`src/rtl/seg7_pkg.sv`:
```
// rtl/seg7_pkg.sv - glyph constants and digit types shared by the 7-segment scan driver
package seg7_pkg;

  localparam int DIGIT_W = 4;

  typedef logic [DIGIT_W-1:0] digit_t;
  typedef logic [6:0]         glyph_t;

  // Glyph bit order is {g,f,e,d,c,b,a}; 1 = segment lit
  localparam glyph_t SEG_BLANK = 7'b0000000;
  localparam glyph_t GLYPH_0   = 7'b0111111;
  localparam glyph_t GLYPH_1   = 7'b0000110;
  localparam glyph_t GLYPH_2   = 7'b1011011;
  localparam glyph_t GLYPH_3   = 7'b1001111;
  localparam glyph_t GLYPH_4   = 7'b1100110;
  localparam glyph_t GLYPH_5   = 7'b1101101;
  localparam glyph_t GLYPH_6   = 7'b1111101;
  localparam glyph_t GLYPH_7   = 7'b0000111;
  localparam glyph_t GLYPH_8   = 7'b1111111;
  localparam glyph_t GLYPH_9   = 7'b1101111;
  localparam glyph_t GLYPH_A   = 7'b1110111;
  localparam glyph_t GLYPH_B   = 7'b1111100;
  localparam glyph_t GLYPH_C   = 7'b0111001;
  localparam glyph_t GLYPH_D   = 7'b1011110;
  localparam glyph_t GLYPH_E   = 7'b1111001;
  localparam glyph_t GLYPH_F   = 7'b1110001;

  function automatic int packed_width(input int num_digits);
    return num_digits * DIGIT_W;
  endfunction

endpackage

```
`src/rtl/seg7_glyph_decode.sv`:
```
// rtl/seg7_glyph_decode.sv - combinational 4-bit code to 7-segment glyph decoder
module seg7_glyph_decode
  import seg7_pkg::*;
#(
  parameter int HEX_MODE = 0
) (
  input  digit_t code_i,
  output glyph_t glyph_o
);

  localparam bit HEX = (HEX_MODE != 0);

  always_comb begin
    glyph_o = SEG_BLANK;
    case (code_i)
      4'h0: glyph_o = GLYPH_0;
      4'h1: glyph_o = GLYPH_1;
      4'h2: glyph_o = GLYPH_2;
      4'h3: glyph_o = GLYPH_3;
      4'h4: glyph_o = GLYPH_4;
      4'h5: glyph_o = GLYPH_5;
      4'h6: glyph_o = GLYPH_6;
      4'h7: glyph_o = GLYPH_7;
      4'h8: glyph_o = GLYPH_8;
      4'h9: glyph_o = GLYPH_9;
      4'hA: glyph_o = HEX ? GLYPH_A : SEG_BLANK;
      4'hB: glyph_o = HEX ? GLYPH_B : SEG_BLANK;
      4'hC: glyph_o = HEX ? GLYPH_C : SEG_BLANK;
      4'hD: glyph_o = HEX ? GLYPH_D : SEG_BLANK;
      4'hE: glyph_o = HEX ? GLYPH_E : SEG_BLANK;
      4'hF: glyph_o = HEX ? GLYPH_F : SEG_BLANK;
      default: glyph_o = SEG_BLANK;
    endcase
  end

endmodule

```
`src/rtl/seg7_scan_driver.sv`:
```
// rtl/seg7_scan_driver.sv - time-multiplexed 7-segment driver with blanking, dp and anti-ghost window
module seg7_scan_driver
  import seg7_pkg::*;
#(
  parameter int NUM_DIGITS     = 4,
  parameter int CLK_DIV        = 50000,
  parameter int BLANK_CYCLES   = 16,
  parameter int HEX_MODE       = 0,
  parameter int ACTIVE_LOW_SEG = 1,
  parameter int ACTIVE_LOW_AN  = 1
) (
  input  logic                                clk,
  input  logic                                rst,
  input  logic                                load,
  input  logic [packed_width(NUM_DIGITS)-1:0] digits_in,
  input  logic [NUM_DIGITS-1:0]               dp_in,
  input  logic                                blank_lz,
  output logic [6:0]                          seg,
  output logic                                dp,
  output logic [NUM_DIGITS-1:0]               an,
  output logic                                slot_start
);

  localparam int DW    = packed_width(NUM_DIGITS);
  localparam int CNT_W = (CLK_DIV > 1) ? $clog2(CLK_DIV) : 1;
  localparam int IDX_W = (NUM_DIGITS > 1) ? $clog2(NUM_DIGITS) : 1;

  localparam bit                    SEG_INV = (ACTIVE_LOW_SEG != 0);
  localparam bit                    AN_INV  = (ACTIVE_LOW_AN != 0);
  localparam glyph_t                SEG_OFF = SEG_INV ? 7'h7F : 7'h00;
  localparam logic                  DP_OFF  = SEG_INV;
  localparam logic [NUM_DIGITS-1:0] AN_OFF  = AN_INV ? {NUM_DIGITS{1'b1}} : {NUM_DIGITS{1'b0}};

  logic [DW-1:0]         digits_q, digits_d;
  logic [NUM_DIGITS-1:0] dp_sh_q, dp_sh_d;
  logic                  blz_q, blz_d;
  logic [CNT_W-1:0]      cnt_q, cnt_d;
  logic [IDX_W-1:0]      idx_q, idx_d;
  glyph_t                seg_q, seg_d;
  logic                  dp_q, dp_d;
  logic [NUM_DIGITS-1:0] an_q, an_d;
  logic                  slot_q, slot_d;

  logic   slot_end;
  logic   in_blank;
  digit_t cur_code;
  logic   cur_dp;
  logic   lz_blank;
  logic   all_zero;
  glyph_t cur_glyph;
  glyph_t lit;

  always_ff @(posedge clk or posedge rst) begin
    if (rst) begin
      digits_q <= '0;
      dp_sh_q  <= '0;
      blz_q    <= 1'b0;
      cnt_q    <= '0;
      idx_q    <= '0;
      seg_q    <= SEG_OFF;
      dp_q     <= DP_OFF;
      an_q     <= AN_OFF;
      slot_q   <= 1'b0;
    end else begin
      digits_q <= digits_d;
      dp_sh_q  <= dp_sh_d;
      blz_q    <= blz_d;
      cnt_q    <= cnt_d;
      idx_q    <= idx_d;
      seg_q    <= seg_d;
      dp_q     <= dp_d;
      an_q     <= an_d;
      slot_q   <= slot_d;
    end
  end

  always_comb begin
    digits_d = load ? digits_in : digits_q;
    dp_sh_d  = load ? dp_in     : dp_sh_q;
    blz_d    = load ? blank_lz  : blz_q;
  end

  always_comb begin
    slot_end = (cnt_q == CNT_W'(CLK_DIV - 1));
    cnt_d    = slot_end ? '0 : cnt_q + CNT_W'(1);
    idx_d    = idx_q;
    if (slot_end) begin
      idx_d = (idx_q == IDX_W'(NUM_DIGITS - 1)) ? '0 : idx_q + IDX_W'(1);
    end
    slot_d = slot_end;
  end

  generate
    if (BLANK_CYCLES == 0) begin : g_no_blank
      assign in_blank = 1'b0;
    end else begin : g_blank
      assign in_blank = (int'(cnt_q) < BLANK_CYCLES);
    end
  endgenerate

  // Walk from the most significant digit down so all_zero tracks "every digit at or above i is 0"
  always_comb begin
    cur_code = '0;
    cur_dp   = 1'b0;
    lz_blank = 1'b0;
    all_zero = 1'b1;
    for (int i = NUM_DIGITS - 1; i >= 0; i--) begin
      all_zero = all_zero & (digits_q[i*DIGIT_W +: DIGIT_W] == '0);
      if (int'(idx_q) == i) begin
        cur_code = digits_q[i*DIGIT_W +: DIGIT_W];
        cur_dp   = dp_sh_q[i];
        lz_blank = blz_q && (i != 0) && all_zero;
      end
    end
  end

  seg7_glyph_decode #(
    .HEX_MODE(HEX_MODE)
  ) u_decode (
    .code_i (cur_code),
    .glyph_o(cur_glyph)
  );

  always_comb begin
    lit   = SEG_BLANK;
    seg_d = SEG_OFF;
    dp_d  = DP_OFF;
    an_d  = AN_OFF;
    if (!in_blank) begin
      lit   = lz_blank ? SEG_BLANK : cur_glyph;
      seg_d = SEG_INV ? ~lit : lit;
      dp_d  = SEG_INV ? ~cur_dp : cur_dp;
      for (int i = 0; i < NUM_DIGITS; i++) begin
        an_d[i] = (int'(idx_q) == i) ^ AN_INV;
      end
    end
  end

  assign seg        = seg_q;
  assign dp         = dp_q;
  assign an         = an_q;
  assign slot_start = slot_q;

endmodule

```
`config.mk`:
```
export PLATFORM = sky130hd
export DESIGN_NAME = seg7_scan_driver
export DESIGN_NICKNAME = d
export VERILOG_FILES = /design/src/rtl/seg7_pkg.sv /design/src/rtl/seg7_glyph_decode.sv /design/src/rtl/seg7_scan_driver.sv
export SDC_FILE = /design/constraint.sdc
export NUM_CORES = 1
export LEC_CHECK = 0
export ABC_AREA = 1
export BUFFER_PORTS_ARGS = -buffer_cell sky130_fd_sc_hd__buf_2
export CAP_MARGIN = 20
export CORE_AREA = 5 5 75 77
export CTS_CLUSTER_SIZE = 10
export DETAILED_ROUTE_END_ITERATION = 16
export DIE_AREA = 0 0 80 82
export PLACE_DENSITY = 0.78
export SETUP_SLACK_MARGIN = 0.02
export SLEW_MARGIN = 20
export SYNTH_ARGS = -nofsm -noshare
export SYNTH_HDL_FRONTEND = slang
export SYNTH_SLANG_ARGS = --single-unit
```
`constraint.sdc`:
```
create_clock -name clk -period 5.1 [get_ports clk]
set_input_delay 0 -clock clk [delete_from_list [all_inputs] [get_ports clk]]
set_output_delay 0 -clock clk [all_outputs]
set_load 0.03 [all_outputs]
```
* Yosys cells after proc, flatten, opt, wreduce, memory -nomap -nowiden
Memory sizes are Yosys's and may differ from the RTL's.
Cells that the tools add are included.
** Operators by class
- Add/sub/neg operators :: 2
- Multipliers :: 0
- Divide/modulo/power cells :: 0
- Order comparisons :: 1
- Equality and inequality tests :: 5
- Shifts and indexed selects :: 0
- Multiplexer cells :: 18
- Bitwise gates (word level) :: 8
- Reduce and logical (&&, ||, !) cells :: 7
** Operator list (count)
- two-way mux 4 bit :: 5
- adder 16 x 1 -> 16 bit, second input constant :: 1
- equality test 16 bit, second input constant :: 1
- less-than comparator 16 x 5 -> 1 bit, second input constant :: 1
- two-way mux 16 bit :: 1
- two-way mux 7 bit :: 2
- zero test 4 bit :: 3
- two-way mux 1 bit :: 9
- NOT 7 bit :: 1
- equality test 2 bit, second input constant :: 3
- NOT 1 bit :: 5
- logical AND 1 bit :: 3
- adder 2 x 1 -> 2 bit, second input constant :: 1
- AND 1 bit :: 2
- equality test 2 x 1 -> 1 bit, second input constant :: 1
- zero test 2 bit :: 1
- two-way mux 2 bit :: 1
** Word-level totals
- Register bits after elaboration :: 52
- Latch bits :: 0
- RAM bits :: 0
- Memory bits (read-only) :: 112
- Input port bits :: 24
- Word-level logic and storage cells :: 51
- Memories kept :: 1
** Memory list
- (name not given) :: words 16, width 7, read ports 1, clocked after memory_dff 0, wr ports 0, RTL line seg7_glyph_decode.sv:15 : case (code_i)

* Longest topological paths before layout
Gate-level depths: netlist of run 1.
- Word-level depth :: 9
- Depth in mapped cells :: 13

* Cells and area by module
Synthesis of run 1 repeated with hierarchy kept, for this count alone.
** Unflattened totals
- Cell total of the unflattened synthesis :: 328
- Area total of the unflattened synthesis :: 2817.7 sq um
** Modules (own cells, without submodules)
- seg7_scan_driver :: times used 1, cells an instance 289, area each 2607.5 sq um, sequential area each 1316.3 sq um
- seg7_glyph_decode :: times used 1, cells an instance 39, area each 210.2 sq um, sequential area each 0.0 sq um

* Worst setup path before layout of run 1
No wires, ideal clock.
- Path kind :: reg-to-reg
- From :: reg idx_q[0]
- To :: reg seg_q[0] (netlist: seg[0])
- Library setup time :: 91 ps
- Arrival time :: 1652 ps
- Path slack :: 3356 ps
- Stages on the path, launching flop included :: 14
- Path buffers :: 0
- Period minus slack after synthesis :: 1744 ps
- Cell sequence :: dfrtp_1 -> inv_1 -> ha_1 -> inv_2 -> nand3_1 -> nand2_1 -> nand2_1 -> nand2_1 -> inv_1 -> ha_1 -> inv_1 -> nand3_1 -> nand3_1 -> nand3_1
** On the way
- Word-level cells in the longest chain between the ends :: 9
- Elaborated cells between the ends (all ways) :: 16
** Ends and longest elaborated chain
- start, declared :: RTL line seg7_scan_driver.sv:38 : logic [IDX_W-1:0] idx_q, idx_d;
- start signal, assigned :: RTL line seg7_scan_driver.sv:69 : idx_q <= idx_d;
- equality test 2 x 1 -> 1 bit :: RTL line seg7_scan_driver.sv:109 : if (int'(idx_q) == i) begin
- two-way mux 4 bit (4 in a row) :: RTL line seg7_scan_driver.sv:109
- memory read (16 x 7 bit)
- two-way mux 7 bit (*) :: RTL line seg7_scan_driver.sv:130 : lit = lz_blank ? SEG_BLANK : cur_glyph;
- NOT 7 bit (*) :: RTL line seg7_scan_driver.sv:131 : seg_d = SEG_INV ? ~lit : lit;
- two-way mux 7 bit (*) :: RTL line seg7_scan_driver.sv:129 : if (!in_blank) begin
- net seg_d[0] :: RTL line seg7_scan_driver.sv:39 : glyph_t seg_q, seg_d;
- end signal, assigned :: RTL line seg7_scan_driver.sv:70 : seg_q <= seg_d;
- end, declared :: RTL line seg7_scan_driver.sv:39
Mark *: on every way through the listed nets, which the timed path passes. The rest lies on a longest branch.
A chain may end at the register's enable or synchronous reset.

* Worst setup path in the final report of run 1
- From :: reg idx_q[0]
- To :: reg seg_q[3] (netlist: seg[3])
The elaborated chain is that of the path after synthesis.

==> flow_summary.yaml, run 1 <==
status:
  status: "finished, final reports clean"
cells_and_area:
  final_nets: 399
  antenna_cells: 0
  drive_above_1_share_pct: 25.41
  multi_input_area_mm2: 0.001201
  fillers: 403
  area_delta_synth_final_pct: 20.50
  fin_area_mm2: 0.003258
  regArea_mm2: 0.001316
cts:
  cts_made_buffers: 5
  cts_hold_buf: 22
  cts_tree: "built"
  clk_latency_ns: 0.29
  cts_resized: 0
  postCtsSetupRepairBufs: 0
  clock_path_buffers: 2
  root_buffer: "clkbuf_8"
  clkTransAtPathRegs_ns: 0.09
  h-tree-depth: 2
  cts.sinks: 52
routing:
  drtAntennaViolNets: 0
  routed_via_density: 4.977
  dr.pass1.iters: 5
  finalWirelength_um: 5475
  vias: 2170
  drcViolationCount: 0
  dr.first_iter.drc_count: 35
  wire_per_inst_um: 12.56
worst_setup_path:
  worstReg2RegEnd: "seg[3]"
  criticalPathCategory: "flop to flop"
  end_kind: "flop"
  cp.arrival_ns: 2.20
  cp-start-kind: "flop"
  reg2reg_depth: 12
  cp.required_ns: 5.31
  rrSetupSlack_ns: 3.11
  cp_max_fo: 8
  r2r-start: "idx_q[0]"
global_route:
  grt_max_degree: 53
  antenna_found_initial: 0
  grt_pass1_vias: 2162
  grt-ovfl-total: 0
  grt_pass1_wl_um: 9653
  grt_use_total_pct: 18.90
sta:
  drv_slew: 0
  max_clock_freq_ghz: 0.5027
  skew_ns: 0.006262
  rsz0062_at_grt: "false"
  worst_pin_slew_ns: 0.6133
  max_slew_margin_pct: 59.11
  period_share_pct: 39.01
  finalSetupTns_ns: 0
  hold_viol_final: 0
  setup_violations: 0
  fin_crit_ns: 1.989
run:
  maxCapViolCount: 0
placed_design:
  numPortBuffers: 36
  routabilityCongestion: 0.9952
  placed_area_mm2: 0.002948
  place.detailed.hpwl_um: 3950
logic_synthesis:
  synth_cell_types: 34
  syn_area_mm2: 0.002704
  synth_top_cells_by_area: "dfrtp_1 37%, dfstp_2 12%, nand2_1 9.0%"
  synth_top_area_cell: "dfrtp_1"
  yosysSeqAreaShare_pct: 48.68
  synth_fp_nets: 339
  yosys_warnings: 0
  synth.top_cell.area_share_pct: 37.02
  avgSynthCellArea_um2: 8.865
  syn_inst: 305
  synth.ff_latch_count: 52
floorplanning:
  coreArea_mm2: 0.004945
  dieWidth_um: 80
  floorplan.initialDensity_pct: 54.68
  dieArea_mm2: 0.006560
  ios: 37
  row_count: 26
  die_h_um: 82
power_and_ir_drop:
  vdd_ir_drop_max_mv: 0.1642
  pwr_density_cell_mw_per_mm2: 248.3
  leakagePower_nw: 1.662
min_path:
  whs_endpoint: "digits_q[0]"
  hold_path.class: "input pin to flop"
  min_from: "load"
  hold-path-cell-count: 3
critical path: stages (launching register included):
cell and delay [ns]:
dfrtp_1 0.42, inv_1 0.12, ha_1 0.29, inv_2 0.11, nand2_1 0.10, nand3_1 0.07, nand2_1 0.07, nand2_1 0.13
ha_1 0.33, inv_1 0.05, nand2_1 0.06, nand3_1 0.07, nand3_1 0.08
routing by layer:
metal	up-vias	GRT usage, %	routed length (um)
met3	15	4.276	275
li1	1093	-	-
met1	1005	22.70	2404
met4	0	7.264	111
met2	57	33.03	2683
met5	-	0	0
registers in the layout, indices dropped and copies added, names as in the netlist, 2 cells and up:
name	count
cnt_q	16
seg	7
digits_q	16
an	4
idx_q	2
dp_sh_q	4
power by group:
group / internal, mW / leakage (nW) / total [mW] / switching [mW]
sequential: 0.446 / 0.626 / 0.459 / 0.0133
combinational: 0.0495 / 0.990 / 0.120 / 0.0702
clock: 0.111 / 0.0455 / 0.231 / 0.120
total: 0.606 / 1.66 / 0.809 / 0.203
area by class of cell:
cell class | instances | area share, %
sequential | 52 | 40.40
clock buffer | 8 | 2.765
timing repair buffer | 59 | 12.52
inverter | 41 | 4.762
tap | 70 | 2.688
multi-input combinational | 206 | 36.87
layout by cell type, fill, tap and decap left out, drive strengths merged, types with 5 or more instances in the layout:
| master | Yosys | routed |
|---|---|---|
| nand2 | 70 | 70 |
| dfrtp | 40 | 40 |
| inv | 40 | 40 |
| buf | 5 | 37 |
| nand3 | 32 | 32 |
| nor2 | 32 | 32 |
| dlygate4sd3 | 0 | 22 |
| mux2 | 14 | 14 |
| o21ai | 13 | 13 |
| dfstp | 12 | 12 |
| a21oi | 11 | 11 |
| ha | 10 | 10 |
| clkbuf | 1 | 8 |
| xor2 | 6 | 6 |
| nor3 | 6 | 6 |
| nand4 | 5 | 5 |
Yosys cell counts:
cell,instances
dfstp_2,12
or2_2,1
nor3_1,4
nand3b_4,1
buf_2,4
mux2_2,14
nand2_2,5
nor4b_1,1
nor2_4,3
inv_1,37
a21oi_1,11
clkinv_2,1
nor2_2,4
buf_4,1
xor2_1,6
nand3_1,31
nand4_1,4
nand4_2,1
dfrtp_1,40
nor3_2,1
o211ai_1,1
nor3b_1,1
o21ai_1,2
xnor2_1,1
ha_1,10
clkbuf_1,1
inv_2,3
o21ai_2,1
nand3_2,1
o21ai_0,10
nand2_1,65
nor2_1,25
nor4_1,1
nor3_4,1
kinds of logic (layout without fill, tap and decap cells):
| logic type | after synthesis | after routing | synth area share [%] |
|---|---|---|---|
| AO/OA/AOI/OAI | 25 | 25 | 4.859 |
| buffers and inverters | 47 | 108 | 6.895 |
| multiplexers | 14 | 14 | 5.831 |
| adder cells (fa/ha/maj) | 10 | 10 | 4.627 |
| AND/OR/NAND/NOR | 150 | 150 | 26.84 |
| flip-flops | 52 | 52 | 48.68 |
| XOR/XNOR | 7 | 7 | 2.268 |
worst max-delay path by stage:
stage	from	to	slack, ns	cells after the start
6_report	idx_q[0]	seg[3]	3.11	12
3_5_place_dp	idx_q[1]	seg[0]	3.15	12
4_1_cts	idx_q[1]	seg[0]	3.15	12
5_1_grt	idx_q[0]	seg[3]	2.94	13
3_3_place_gp	idx_q[0]	seg[0]	3.25	13
2_1_floorplan	idx_q[0]	seg[0]	3.36	13
stage by stage:
step	power (mW)	util, %	setup slack (ns)	hold WS (ns)	instances
2_1_floorplan	0.5404	-	3.356	0.1210	305
5_1_grt	0.8509	65.89	2.939	0.2075	436
4_1_cts	0.8197	65.89	3.147	0.1657	436
6_report	0.8090	65.89	3.111	0.1704	436
3_5_place_dp	0.5744	59.62	3.152	0.2031	406
3_3_place_gp	0.5704	59.62	3.254	0.1980	406
(Power assumes the default switching activity.)
==> run 2, diff against run 1 <==
Clock period 5.1 ns to 1.9 ns, I/O delays scaled along.
==> run 2 against run 1 <==
Net effect:
- via count increased by 3.3%
- flip-flop and latch count unchanged
- clock power increased to 2.8 times the previous value
- cell area increased by 3.2%
- critical path depth decreased by 1
- final cell count increased by 1.4%
- global-route usage increased by 0.58 points
- first-iteration DRC count increased to 3.3 times the previous value
- clock skew increased by 0.0040 ns
==> flow_summary.yaml, run 2 (same netlist as run 1, synthesis figures left out) <==
floorplanning:
  coreArea_mm2: 0.004945
  floorplan.initialDensity_pct: 54.68
  dieArea_mm2: 0.006560
  row_count: 26
  die_h_um: 82
  ios: 37
  dieWidth_um: 80
run:
  maxCapViolCount: 0
worst_setup_path:
  cp.required_ns: 2.13
  max_stage_delay_ns: 0.45
  cpLargestDelayFamily: "simple AND/OR/NAND/NOR gates"
  end_kind: "flop"
  crit_top_cell: "nand3_1"
  cp_max_fo: 6
  slowest_stage: "dfrtp_2"
  cp-start-kind: "flop"
  crit_chain: "buf_4 > ha_4 > a21oi_1 > nand2_1 > nand2_2 > inv_1 > ha_1 > inv_1 > nand3_1 > nand3_1 > nand3_1"
  criticalPathCategory: "flop to flop"
  critical_path_buf_inv_count: 3
  cp.arrival_ns: 2.04
status:
  status: "finished, final reports clean"
global_route:
  grt_pass1_wl_um: 9936
  grt_use_total_pct: 19.47
  grt-ovfl-total: 0
  antenna_found_initial: 0
  grt_max_degree: 30
  grt_pass1_vias: 2228
power_and_ir_drop:
  pwr_density_cell_mw_per_mm2: 661.1
  vdd_ir_drop_max_mv: 0.5365
  swShare_pct: 26.46
  pwr-share-comb_pct: 15.2
  leakagePower_nw: 1.693
  pwr-share-seq_pct: 55.4
  p_int_mw: 1.635
  switchingPower_mw: 0.5882
  p_clk_share_pct: 29.4
cells_and_area:
  fillers: 392
  multi_input_area_mm2: 0.001244
  final_nets: 405
  area_delta_synth_final_pct: 24.39
  fin_cells: 442
  antenna_cells: 0
  layout_common_cells: "64 x nand2_1, 38 x dfrtp_1, 36 x buf_2, 34 x inv_1, 31 x nand3_1"
  drive_above_1_share_pct: 29.03
  regArea_mm2: 0.001319
  final_common_cell: "nand2_1"
sta:
  worst_slack_ns: 0.08994
  max_slew_margin_pct: 66.01
  max_clock_freq_ghz: 0.5525
  rsz0062_at_grt: "true"
  worst_pin_slew_ns: 0.5091
  fin_crit_ns: 1.810
  period_share_pct: 95.27
  setup_violations: 0
  skew_ns: 0.01028
  drv_slew: 0
  hold_viol_final: 0
routing:
  routed_via_density: 5.072
  wire_per_inst_um: 13.51
  drcViolationCount: 0
  dr.pass1.iters: 4
  dr.first_iter.drc_count: 117
  drtAntennaViolNets: 0
  finalWirelength_um: 5972
  vias: 2242
placed_design:
  numPortBuffers: 36
  dp.cells: 410
  post-place-ws_ns: 0.04915
  routabilityCongestion: 0.9275
  place.detailed.hpwl_um: 4100
cts:
  clkTransAtPathRegs_ns: 0.09
  cts_tree: "built"
  cts.sinks: 52
  clk_latency_ns: 0.31
  h-tree-depth: 2
  clock_path_buffers: 2
  cts_made_buffers: 5
  root_buffer: "clkbuf_8"
min_path:
  hold_path.class: "input pin to flop"
run 2: cell types whose count changed in the layout (fill, tap and decap cells not counted), moves of 2 or more:
cell and change:
buf_4 +5, dfrtp_1 -2, dfrtp_2 +2, ha_1 -4, ha_4 +3, inv_1 -2
run 2: worst reg2reg max path, stage by stage (launching register included):
cell	delay [ns]
dfrtp_2	0.45
buf_4	0.16
ha_4	0.17
a21oi_1	0.15
nand2_1	0.08
nand2_2	0.10
inv_1	0.08
ha_1	0.19
inv_1	0.05
nand3_1	0.09
nand3_1	0.11
nand3_1	0.09
run 2: cell type report:
| type | count | share of cell area [%] |
|---|---|---|
| flip-flops and latches | 52 | 39.21 |
| clock buffers | 8 | 2.679 |
| inverters | 41 | 4.687 |
| multi-input cells | 206 | 36.98 |
| repair buffers | 65 | 13.84 |
| well taps | 70 | 2.604 |
run 2: final timing paths:
path / slack, ns / cells past startpoint / to / start
setup / recovery: 0.09 / 11 / seg[0] / idx_q[0]
hold reg to reg: 0.44 / 1 / dp / dp_sh_q[0]
min in group asynchronous: 0.27 / 3 / digits_q[1] / rst
setup reg to reg: 0.09 / 11 / seg[0] / idx_q[0]
max in group asynchronous: 1.05 / 4 / an[2] / rst
hold / removal: 0.16 / 3 / digits_q[0] / load
run 2: per-stage QoR:
step	total power [mW]	hold slack, ns	utilization [%]	setup TNS [ns]	cell area, um2
3_3_place_gp	1.539	0.05760	60.48	0	2990
6_report	2.223	0.1641	68.02	0	3363
2_1_floorplan	1.451	0.1210	-	0	2704
5_1_grt	2.325	0.2163	68.02	-0.04220	3363
3_5_place_dp	1.549	0.06588	60.48	0	2990
4_1_cts	2.234	0.1502	66.75	0	3301
run 2: power groups by stage:
stage          Combinational, mW  Clock, mW  Sequential, mW
2_1_floorplan              0.145          0            1.31
3_3_place_gp               0.289          0            1.25
3_5_place_dp               0.297          0            1.25
4_1_cts                    0.332      0.671            1.23
5_1_grt                    0.377      0.709            1.24
6_report                   0.339      0.653            1.23
run 2: what timing repair did:
item,4_1_cts,5_1_grt
hold buffers,22,0
buffers inserted,0,2
setup endpoints to repair,0,7
hold endpoints to repair,35,0
resized for setup,0,13
run 2: metal layers:
layer | wire [um] | global-route usage, %
met1 | 2630 | 24.56
met2 | 2966 | 33.11
met3 | 263 | 4.057
met4 | 112 | 7.095
met5 | 0 | 0
